## config.mk

```make
export PLATFORM = sky130hd
export DESIGN_NAME = bec_out_monitor_flat
export DESIGN_NICKNAME = d
export VERILOG_FILES = /design/src/rtl/bec_mon_pkg.sv /design/src/rtl/bec_out_monitor_if.sv /design/src/rtl/bec_sat_cnt.sv /design/src/rtl/bec_out_monitor.sv /design/src/flat_wrapper.sv
export SDC_FILE = /design/constraint.sdc
export NUM_CORES = 1
export LEC_CHECK = 0
export ABC_AREA = 0
export CAP_MARGIN = 20
export CORE_UTILIZATION = 47
export CTS_CLUSTER_DIAMETER = 30
export DETAILED_ROUTE_END_ITERATION = 8
export PLACE_DENSITY = 0.83
export SLEW_MARGIN = 20
export SYNTH_ARGS = -nofsm -noshare
export SYNTH_HDL_FRONTEND = slang
export SYNTH_SLANG_ARGS = --single-unit
```

## constraint.sdc

```tcl
create_clock -name clk -period 4.78 [get_ports clk]
set_clock_uncertainty 0.1 [all_clocks]
set_input_delay 1.195 -clock clk [delete_from_list [all_inputs] [get_ports clk]]
set_output_delay 1.195 -clock clk [all_outputs]
set_load 0.03 [all_outputs]
```

## src/rtl/bec_mon_pkg.sv

```systemverilog
// -----------------------------------------------------------------------------
// bec_mon_pkg
// Shared definitions for the bec controller output monitor:
//   - mon_state_e     : expectation FSM state (encoding doubles as viol_code)
//   - SIG_*           : 39-bit output-word signatures, bit i-1 carries y_i
//   - VC_*            : violation codes, one per armed (non-IDLE) state
//   - trigger_state() : maps a word seen in IDLE to the state it arms
// -----------------------------------------------------------------------------
package bec_mon_pkg;

  localparam int BEC_Y_W = 39;

  typedef enum logic [2:0] {
    ST_IDLE = 3'd0,
    ST_A2   = 3'd1,
    ST_A3   = 3'd2,
    ST_B2   = 3'd3,
    ST_B3   = 3'd4,
    ST_C2   = 3'd5,
    ST_C3   = 3'd6,
    ST_D2   = 3'd7
  } mon_state_e;

  // y_i lives at bit (i-1)
  localparam logic [BEC_Y_W-1:0] SIG_A1  = (39'd1 << 34) | (39'd1 << 35);
  localparam logic [BEC_Y_W-1:0] SIG_A2  = (39'd1 << 36) | (39'd1 << 37);
  localparam logic [BEC_Y_W-1:0] SIG_A3  = (39'd1 << 2) | (39'd1 << 27) | (39'd1 << 33);
  localparam logic [BEC_Y_W-1:0] SIG_B1  = (39'd1 << 0);
  localparam logic [BEC_Y_W-1:0] SIG_B2  = (39'd1 << 1) | (39'd1 << 2);
  localparam logic [BEC_Y_W-1:0] SIG_B3  = (39'd1 << 38);
  localparam logic [BEC_Y_W-1:0] SIG_C1  = (39'd1 << 11);
  localparam logic [BEC_Y_W-1:0] SIG_C2  = (39'd1 << 12);
  localparam logic [BEC_Y_W-1:0] SIG_C3a = (39'd1 << 2);
  localparam logic [BEC_Y_W-1:0] SIG_C3b = (39'd1 << 33);
  localparam logic [BEC_Y_W-1:0] SIG_D1  = (39'd1 << 5) | (39'd1 << 14);
  localparam logic [BEC_Y_W-1:0] SIG_D2  = (39'd1 << 13);

  localparam logic [2:0] VC_NONE = 3'd0;
  localparam logic [2:0] VC_A2   = 3'd1;
  localparam logic [2:0] VC_A3   = 3'd2;
  localparam logic [2:0] VC_B2   = 3'd3;
  localparam logic [2:0] VC_B3   = 3'd4;
  localparam logic [2:0] VC_C2   = 3'd5;
  localparam logic [2:0] VC_C3   = 3'd6;
  localparam logic [2:0] VC_D2   = 3'd7;

  // State armed by a word observed in IDLE; non-trigger words keep IDLE.
  function automatic mon_state_e trigger_state(input logic [BEC_Y_W-1:0] w);
    mon_state_e s;
    s = ST_IDLE;
    if (w == SIG_A1)      s = ST_A2;
    else if (w == SIG_B1) s = ST_B2;
    else if (w == SIG_C1) s = ST_C2;
    else if (w == SIG_D1) s = ST_D2;
    return s;
  endfunction

  // Violation code reported when the given armed state sees a bad word.
  function automatic logic [2:0] viol_code_of(input mon_state_e s);
    logic [2:0] c;
    c = VC_NONE;
    case (s)
      ST_A2:   c = VC_A2;
      ST_A3:   c = VC_A3;
      ST_B2:   c = VC_B2;
      ST_B3:   c = VC_B3;
      ST_C2:   c = VC_C2;
      ST_C3:   c = VC_C3;
      ST_D2:   c = VC_D2;
      default: c = VC_NONE;
    endcase
    return c;
  endfunction

endpackage

```

## src/rtl/bec_out_monitor_if.sv

```systemverilog
// -----------------------------------------------------------------------------
// bec_out_monitor_if
// Carries the controller output word into the monitor.
//   y_vec   [Y_W] : controller output word, bit i-1 = y_i
//   y_valid [1]   : y_vec is a real controller step
// Modports: master (controller side, drives), slave (monitor side, samples).
// -----------------------------------------------------------------------------
interface bec_out_monitor_if
  import bec_mon_pkg::*;
#(
  parameter int Y_W = BEC_Y_W
);
  logic [Y_W-1:0] y_vec;
  logic           y_valid;

  modport master (output y_vec, output y_valid);
  modport slave  (input  y_vec, input  y_valid);
endinterface

```

## src/rtl/bec_sat_cnt.sv

```systemverilog
// -----------------------------------------------------------------------------
// bec_sat_cnt
// Saturating up-counter with synchronous clear.
//   clk [1]     : clock, rising edge
//   rst [1]     : asynchronous active-high reset
//   inc [1]     : count one event
//   clr [1]     : synchronous clear; an inc in the same cycle counts after it
//   q   [CNT_W] : count, sticks at 2^CNT_W-1
// -----------------------------------------------------------------------------
module bec_sat_cnt #(
  parameter int CNT_W = 8
) (
  input  logic             clk,
  input  logic             rst,
  input  logic             inc,
  input  logic             clr,
  output logic [CNT_W-1:0] q
);

  localparam logic [CNT_W-1:0] CNT_MAX = '1;

  logic [CNT_W-1:0] cnt_q;
  logic [CNT_W-1:0] cnt_d;

  always_comb begin
    cnt_d = cnt_q;
    if (clr) begin
      // clear first, then record this cycle's event
      cnt_d = CNT_W'(inc);
    end else if (inc && (cnt_q != CNT_MAX)) begin
      cnt_d = cnt_q + CNT_W'(1);
    end
  end

  always_ff @(posedge clk or posedge rst) begin
    if (rst) cnt_q <= '0;
    else     cnt_q <= cnt_d;
  end

  assign q = cnt_q;

endmodule

```

## src/rtl/bec_out_monitor.sv

```systemverilog
// -----------------------------------------------------------------------------
// bec_out_monitor
// Passive checker on the bec controller output word. An expectation FSM is
// armed by trigger words in IDLE and then demands the controller's fixed
// follow-on words; any other valid word in an armed state is a violation.
// Optional capture of the offending and preceding words: BEC_MON_CAPTURE_EN.
//   clk        [1]     : sampling clock, rising edge
//   rst        [1]     : asynchronous active-high reset
//   mon_if     slave   : y_vec / y_valid from the controller
//   clr        [1]     : sync clear of alarm, viol_cnt, done_cnt, viol_code
//   alarm      [1]     : sticky violation flag
//   viol_pulse [1]     : one-cycle pulse per violation
//   viol_code  [3]     : armed state in which the last violation occurred
//   viol_cnt   [CNT_W] : saturating violation count
//   done_cnt   [CNT_W] : saturating completed-chain count
//   mon_state  [3]     : current expectation state
//   viol_word  [Y_W]   : (capture build) offending word of last violation
//   viol_prev  [Y_W]   : (capture build) valid word preceding it
// -----------------------------------------------------------------------------
module bec_out_monitor
  import bec_mon_pkg::*;
#(
  parameter int CNT_W = 8,
  parameter int Y_W   = BEC_Y_W
) (
  input  logic             clk,
  input  logic             rst,
  bec_out_monitor_if.slave mon_if,
  input  logic             clr,
  output logic             alarm,
  output logic             viol_pulse,
  output logic [2:0]       viol_code,
  output logic [CNT_W-1:0] viol_cnt,
  output logic [CNT_W-1:0] done_cnt,
  output logic [2:0]       mon_state
`ifdef BEC_MON_CAPTURE_EN
  ,
  output logic [Y_W-1:0]   viol_word,
  output logic [Y_W-1:0]   viol_prev
`endif
);

  logic [Y_W-1:0] y_w;
  logic           y_valid_w;

  assign y_w       = mon_if.y_vec;
  assign y_valid_w = mon_if.y_valid;

  mon_state_e state_q, state_d;
  mon_state_e trig_w;
  logic       viol_w;
  logic       done_w;

  logic       alarm_q, alarm_d;
  logic       viol_pulse_q;
  logic [2:0] viol_code_q, viol_code_d;

  // ---------------------------------------------------------------------------
  // Expectation FSM
  // ---------------------------------------------------------------------------
  always_ff @(posedge clk or posedge rst) begin
    if (rst) state_q <= ST_IDLE;
    else     state_q <= state_d;
  end

  always_comb begin
    state_d = state_q;
    viol_w  = 1'b0;
    done_w  = 1'b0;
    trig_w  = trigger_state(y_w);
    if (y_valid_w) begin
      case (state_q)
        ST_IDLE: state_d = trig_w;
        ST_A2: begin
          if (y_w == SIG_A2) state_d = ST_A3;
          else               viol_w  = 1'b1;
        end
        ST_A3: begin
          if (y_w == SIG_A3) begin
            state_d = ST_IDLE;
            done_w  = 1'b1;
          end else begin
            viol_w = 1'b1;
          end
        end
        ST_B2: begin
          if (y_w == SIG_B2) state_d = ST_B3;
          else               viol_w  = 1'b1;
        end
        ST_B3: begin
          if (y_w == SIG_B3) begin
            state_d = ST_IDLE;
            done_w  = 1'b1;
          end else begin
            viol_w = 1'b1;
          end
        end
        ST_C2: begin
          if (y_w == SIG_C2) state_d = ST_C3;
          else               viol_w  = 1'b1;
        end
        ST_C3: begin
          if ((y_w == SIG_C3a) || (y_w == SIG_C3b) || (y_w == '0)) begin
            state_d = ST_IDLE;
            done_w  = 1'b1;
          end else begin
            viol_w = 1'b1;
          end
        end
        ST_D2: begin
          if (y_w == SIG_D2) begin
            state_d = ST_IDLE;
            done_w  = 1'b1;
          end else begin
            viol_w = 1'b1;
          end
        end
        default: state_d = ST_IDLE;
      endcase
      // The offending word is re-examined as an IDLE trigger so a fresh chain
      // starting on it is not lost.
      if (viol_w) state_d = trig_w;
    end
  end

  // ---------------------------------------------------------------------------
  // Registered reporting
  // ---------------------------------------------------------------------------
  always_comb begin
    alarm_d     = alarm_q;
    viol_code_d = viol_code_q;
    if (clr) begin
      alarm_d     = 1'b0;
      viol_code_d = VC_NONE;
    end
    // a violation in the same cycle as clr is recorded after the clear
    if (viol_w) begin
      alarm_d     = 1'b1;
      viol_code_d = viol_code_of(state_q);
    end
  end

  always_ff @(posedge clk or posedge rst) begin
    if (rst) begin
      alarm_q      <= 1'b0;
      viol_pulse_q <= 1'b0;
      viol_code_q  <= VC_NONE;
    end else begin
      alarm_q      <= alarm_d;
      viol_pulse_q <= viol_w;
      viol_code_q  <= viol_code_d;
    end
  end

  bec_sat_cnt #(.CNT_W(CNT_W)) u_viol_cnt (
    .clk (clk),
    .rst (rst),
    .inc (viol_w),
    .clr (clr),
    .q   (viol_cnt)
  );

  bec_sat_cnt #(.CNT_W(CNT_W)) u_done_cnt (
    .clk (clk),
    .rst (rst),
    .inc (done_w),
    .clr (clr),
    .q   (done_cnt)
  );

`ifdef BEC_MON_CAPTURE_EN
  logic [Y_W-1:0] last_q, last_d;
  logic [Y_W-1:0] viol_word_q, viol_word_d;
  logic [Y_W-1:0] viol_prev_q, viol_prev_d;

  always_comb begin
    last_d      = last_q;
    viol_word_d = viol_word_q;
    viol_prev_d = viol_prev_q;
    // last_q tracks the history of valid words and is not affected by clr
    if (y_valid_w) last_d = y_w;
    if (clr) begin
      viol_word_d = '0;
      viol_prev_d = '0;
    end
    if (viol_w) begin
      viol_word_d = y_w;
      viol_prev_d = last_q;
    end
  end

  always_ff @(posedge clk or posedge rst) begin
    if (rst) begin
      last_q      <= '0;
      viol_word_q <= '0;
      viol_prev_q <= '0;
    end else begin
      last_q      <= last_d;
      viol_word_q <= viol_word_d;
      viol_prev_q <= viol_prev_d;
    end
  end

  assign viol_word = viol_word_q;
  assign viol_prev = viol_prev_q;
`endif

  assign alarm      = alarm_q;
  assign viol_pulse = viol_pulse_q;
  assign viol_code  = viol_code_q;
  assign mon_state  = state_q;

endmodule

```

## src/flat_wrapper.sv

```systemverilog
// flat-port wrapper written by rule: the top's interface ports become plain ports
module bec_out_monitor_flat import bec_mon_pkg::*;
#(
  parameter int CNT_W = 8,
  parameter int Y_W   = BEC_Y_W
)
  (clk, rst, clr, alarm, viol_pulse, viol_code, viol_cnt, done_cnt, mon_state, mon_if_y_vec, mon_if_y_valid);
  bec_out_monitor_if #(.Y_W(Y_W)) mon_if_i ();
  input  logic clk;
  input  logic rst;
  input  logic clr;
  output logic alarm;
  output logic viol_pulse;
  output logic [2:0] viol_code;
  output logic [CNT_W-1:0] viol_cnt;
  output logic [CNT_W-1:0] done_cnt;
  output logic [2:0] mon_state;
  input wire logic [$bits(mon_if_i.y_vec)-1:0] mon_if_y_vec;
  input wire logic [$bits(mon_if_i.y_valid)-1:0] mon_if_y_valid;
  assign mon_if_i.y_vec = mon_if_y_vec;
  assign mon_if_i.y_valid = mon_if_y_valid;
  bec_out_monitor #(.CNT_W(CNT_W), .Y_W(Y_W)) u_core (.clk(clk), .rst(rst), .mon_if(mon_if_i), .clr(clr), .alarm(alarm), .viol_pulse(viol_pulse), .viol_code(viol_code), .viol_cnt(viol_cnt), .done_cnt(done_cnt), .mon_state(mon_state));
endmodule
```

==> impl_summary.md <==
Outcome
The run finished with clean final reports.

Setup path
The cell family contributing the most delay on the critical path is compound AO/OA/AOI/OAI gates. In this run the worst path has a maximum fanout of 22. Data arrives at the worst endpoint at 4010 ps. The signal on the critical path passes through clkdlybuf4s50_1 > nor4_1 > nand4_1 > a2111oi_0 > o22ai_1 > o31ai_2 > buf_4 > nor3b_1 > mux2_2. For the worst setup path, the data required time is 4900 ps. Counting both buffers and inverters, the worst setup path holds a total of 2. The worst setup path is captured at a register. The worst setup path is of the in -> reg kind.

The type of element launching the critical path is an input pin. The slowest stage of the critical path is the a2111oi_0 cell. For this run, the slowest stage of the critical path takes 570 ps.

Floorplan
The site row count is 21. The die height is 62.5 um. The horizontal die dimension is 62.5 um. The top-level port count is 67.

The total die area is 3910 um2. The region available for standard cell placement spans 3420 um2. The initial standard-cell utilization of the core is 50.4%.

Min path
In this run the worst hold path is classified as reg -> reg.

Global route
Global routing used 23.3% of the available tracks. The via count of the first global-routing pass is 1,707. The first global-routing pass estimated 7.45 mm of wire. The initial antenna violation count is 0. The pin count of the biggest net entering global routing is 26. After global routing the overflow that remains totals 0.

Cells and area
The filler-free cell count of the finished design is 313. At the end of the flow the core is filled with cells to 72.2%. The final layout contains 313 nets. The number of fillers in the final layout is 276. Cells with a size suffix above 1 make up 7.49% of the layout.

The number of antenna diodes in the final layout is 0. The footprint of the multi-input gates is 1050 um2. Registers take 601 um2.

From synthesis to final layout, the design area changed by 43.1%.

Timing
Setup violations remaining at the end of the flow were counted as 0. Static timing analysis puts the maximum clock frequency at 257 MHz. At the pin with the least slew margin, the transition time is 896 ps.

The worst pin sits at a relative slew slack of 40.2%. The aggregate negative setup slack is 0 ps. Setup repair after global routing left no endpoint under its margin. The final-report hold violation count is 0. The count of final max-slew check failures is 0. The routed design could run at a clock period as short as 3890 ps. The worst path uses 81.5% of the clock period.

Power
The internal power component is 0.367 mW. The switching power is 0.149 mW. Summed over all cells, the static leakage comes to 0.866 nW. The register share of total power is 43.6%. The clock network fraction of total power is 28.9%. Summing internal, switching and leakage power gives 0.516 mW.

Combinational logic burns 27.5% of the power. The worst IR drop on VDD is 0.212 mV. The power density over the cells is 209 nW/um2. Net switching is 28.8% of the power.

Clock tree
The number of levels the H-tree was split into is 1. Post-CTS timing repair inserted 0 buffers for setup. In this run the deepest clock path goes through 2 buffers. The clock transition at the registers of the reported paths is 120 ps. The number of instances resized during post-cts repair is 0.

The number of buffers created by CTS is 3. The clock drives 24 sinks. Clock latency on the worst-skew pair, taken at its later pin, is 330 ps. The root buffer cell is clkbuf_4.

The count of hold buffers inserted by post-cts repair is 0. The TritonCTS clock tree is yes.

Routing
The total wirelength of the detailed-routed design is 4.35 mm. For this run, the detailed router's first-pass iteration total came to 4. The routed layout has 1,827 vias.

In the routed design, unresolved DRC markers number 0. The vias per cell is 5.84. In the final routed layout, each cell accounts on average for 13.9 um.

In this run, the number of DRC markers left after iteration 0 of detailed routing was 127. The post-detailed-route count of antenna-violating nets is 0.

Placement
At the end of routability-driven placement, the weighted congestion stood at 0.923. The detailed-placement wirelength estimate is 3.49 mm. Port buffering added 66 buffers. Including well taps, the total number of placed cells is 309.

Yosys
Summed over all instances, the cell type with the most area after synthesis is dfrtp_1. The commonest cells after synthesis are dfrtp_1 (24), nor2_1 (18), nand2_1 (14). The proportion of synthesized chip area in sequential cells is 34.9%. The most instantiated flip-flop cell in the synthesis netlist is dfrtp_1. Yosys mapped a number of flops with a built-in enable equal to 0.

The average instance area after synthesis is 8.49 um2. The post-synthesis cell area is 1720 um2. The proportion of register bits with asynchronous set or reset after synthesis is 100%. Yosys printed 0 warnings.

The net count after synthesis is 248. By area the synthesized netlist is led by dfrtp_1 (35%), nand4_1 (4.0%), nor4_1 (4.0%). Synthesis inferred 24 register bits.

Synthesis produced a netlist whose cell count is 203. The most common cell in the synthesized netlist is dfrtp_1. The share of the synthesized area in the top cell type is 34.9%.

The number of distinct library cells after synthesis is 47.

Flow run
The reported max-cap violation count is 0.
==> area by class of cell <==
type / instances / area share (%)
sequential: 24 / 24.4
tap: 46 / 2.34
inverter: 10 / 1.52
clock inverter: 1 / 1.22
timing repair buffer: 67 / 27.1
multi-input combinational: 162 / 42.5
clock buffer: 3 / 0.914
==> power groups by stage <==
stage,sequential (mW),combinational [mW],clock (mW)
2_1_floorplan,0.246,0.0500,0
3_3_place_gp,0.228,0.139,0
3_5_place_dp,0.229,0.141,0
4_1_cts,0.225,0.142,0.150
5_1_grt,0.227,0.154,0.158
6_report,0.225,0.142,0.149
==> metrics by stage <==
step / worst slack (ps) / instance area (um2) / hold WS [ps]
floorplan: 1370 / 1720 / 554
global placement: 757 / 2410 / 410
detailed placement: 589 / 2410 / 416
CTS: 917 / 2460 / 439
global route: 701 / 2460 / 490
finish: 886 / 2460 / 441
==> worst reg2reg max path, cell delays in order (launching register included) <==
cell       delay (ps)
dfrtp_1           560
nand2b_1          190
nand4b_1          100
a2111oi_0         560
o22ai_1           250
o31ai_2           280
buf_4             260
nor3b_1            80
mux2_2            280
==> layout by cell type, fill, tap and decap left out, types with 7 or more instances in the layout <==
cell type,netlist,layout
a21oi_1,8,8
clkdlybuf4s50_1,0,66
dfrtp_1,24,24
inv_1,10,10
nand2_1,14,14
nand3_1,13,13
nand4_1,11,11
nor2_1,18,18
nor2b_1,7,7
nor3_1,9,9
nor4_1,11,11
o21ai_0,10,10
==> cells by family (layout without fill, tap and decap cells) <==
| group | count (synthesis) | after routing | synth area share, % |
|---|---|---|---|
| AND/OR/NAND/NOR | 114 | 114 | 39.2 |
| AO/OA/AOI/OAI | 40 | 40 | 16.8 |
| flip-flops | 24 | 24 | 34.9 |
| buffers and inverters | 17 | 81 | 4.28 |
| XOR/XNOR | 3 | 3 | 1.53 |
| multiplexers | 3 | 3 | 1.89 |
| adder cells (fa/ha/maj) | 2 | 2 | 1.45 |
==> worst paths after layout <==
path,start,endpoint,slack (ps),depth (start not counted)
max,mon_if_y_vec[22],u_core.u_viol_cnt.q[2],890,9
min,u_core.viol_code[1],u_core.viol_code[1],440,2
max reg2reg,u_core.mon_state[0],u_core.u_viol_cnt.q[2],2020,8
min reg2reg,u_core.viol_code[1],u_core.viol_code[1],440,2
max in group asynchronous,rst,u_core.u_viol_cnt.q[0],2770,2
min in group asynchronous,rst,u_core.u_viol_cnt.q[3],1250,2
==> metal layers <==
| metal | vias up | track usage (%) | routed length [um] | part of all wire (%) |
|---|---|---|---|---|
| met1 | 839 | 27.5 | 1820 | 42 |
| met4 | 0 | 6.69 | 33 | 0.76 |
| met2 | 77 | 42.3 | 2220 | 51 |
| met3 | 4 | 4.74 | 270 | 6.2 |
| met5 | - | 0 | 0 | 0 |
| li1 | 907 | - | - | - |
==> sequential cells by signal, indices dropped and copies added, names as in the netlist <==
register / cells
u_core.alarm: 1
u_core.mon_state: 3
u_core.u_done_cnt.q: 8
u_core.u_viol_cnt.q: 8
u_core.viol_code: 3
u_core.viol_pulse: 1
Power figures use the tool's default switching activity.
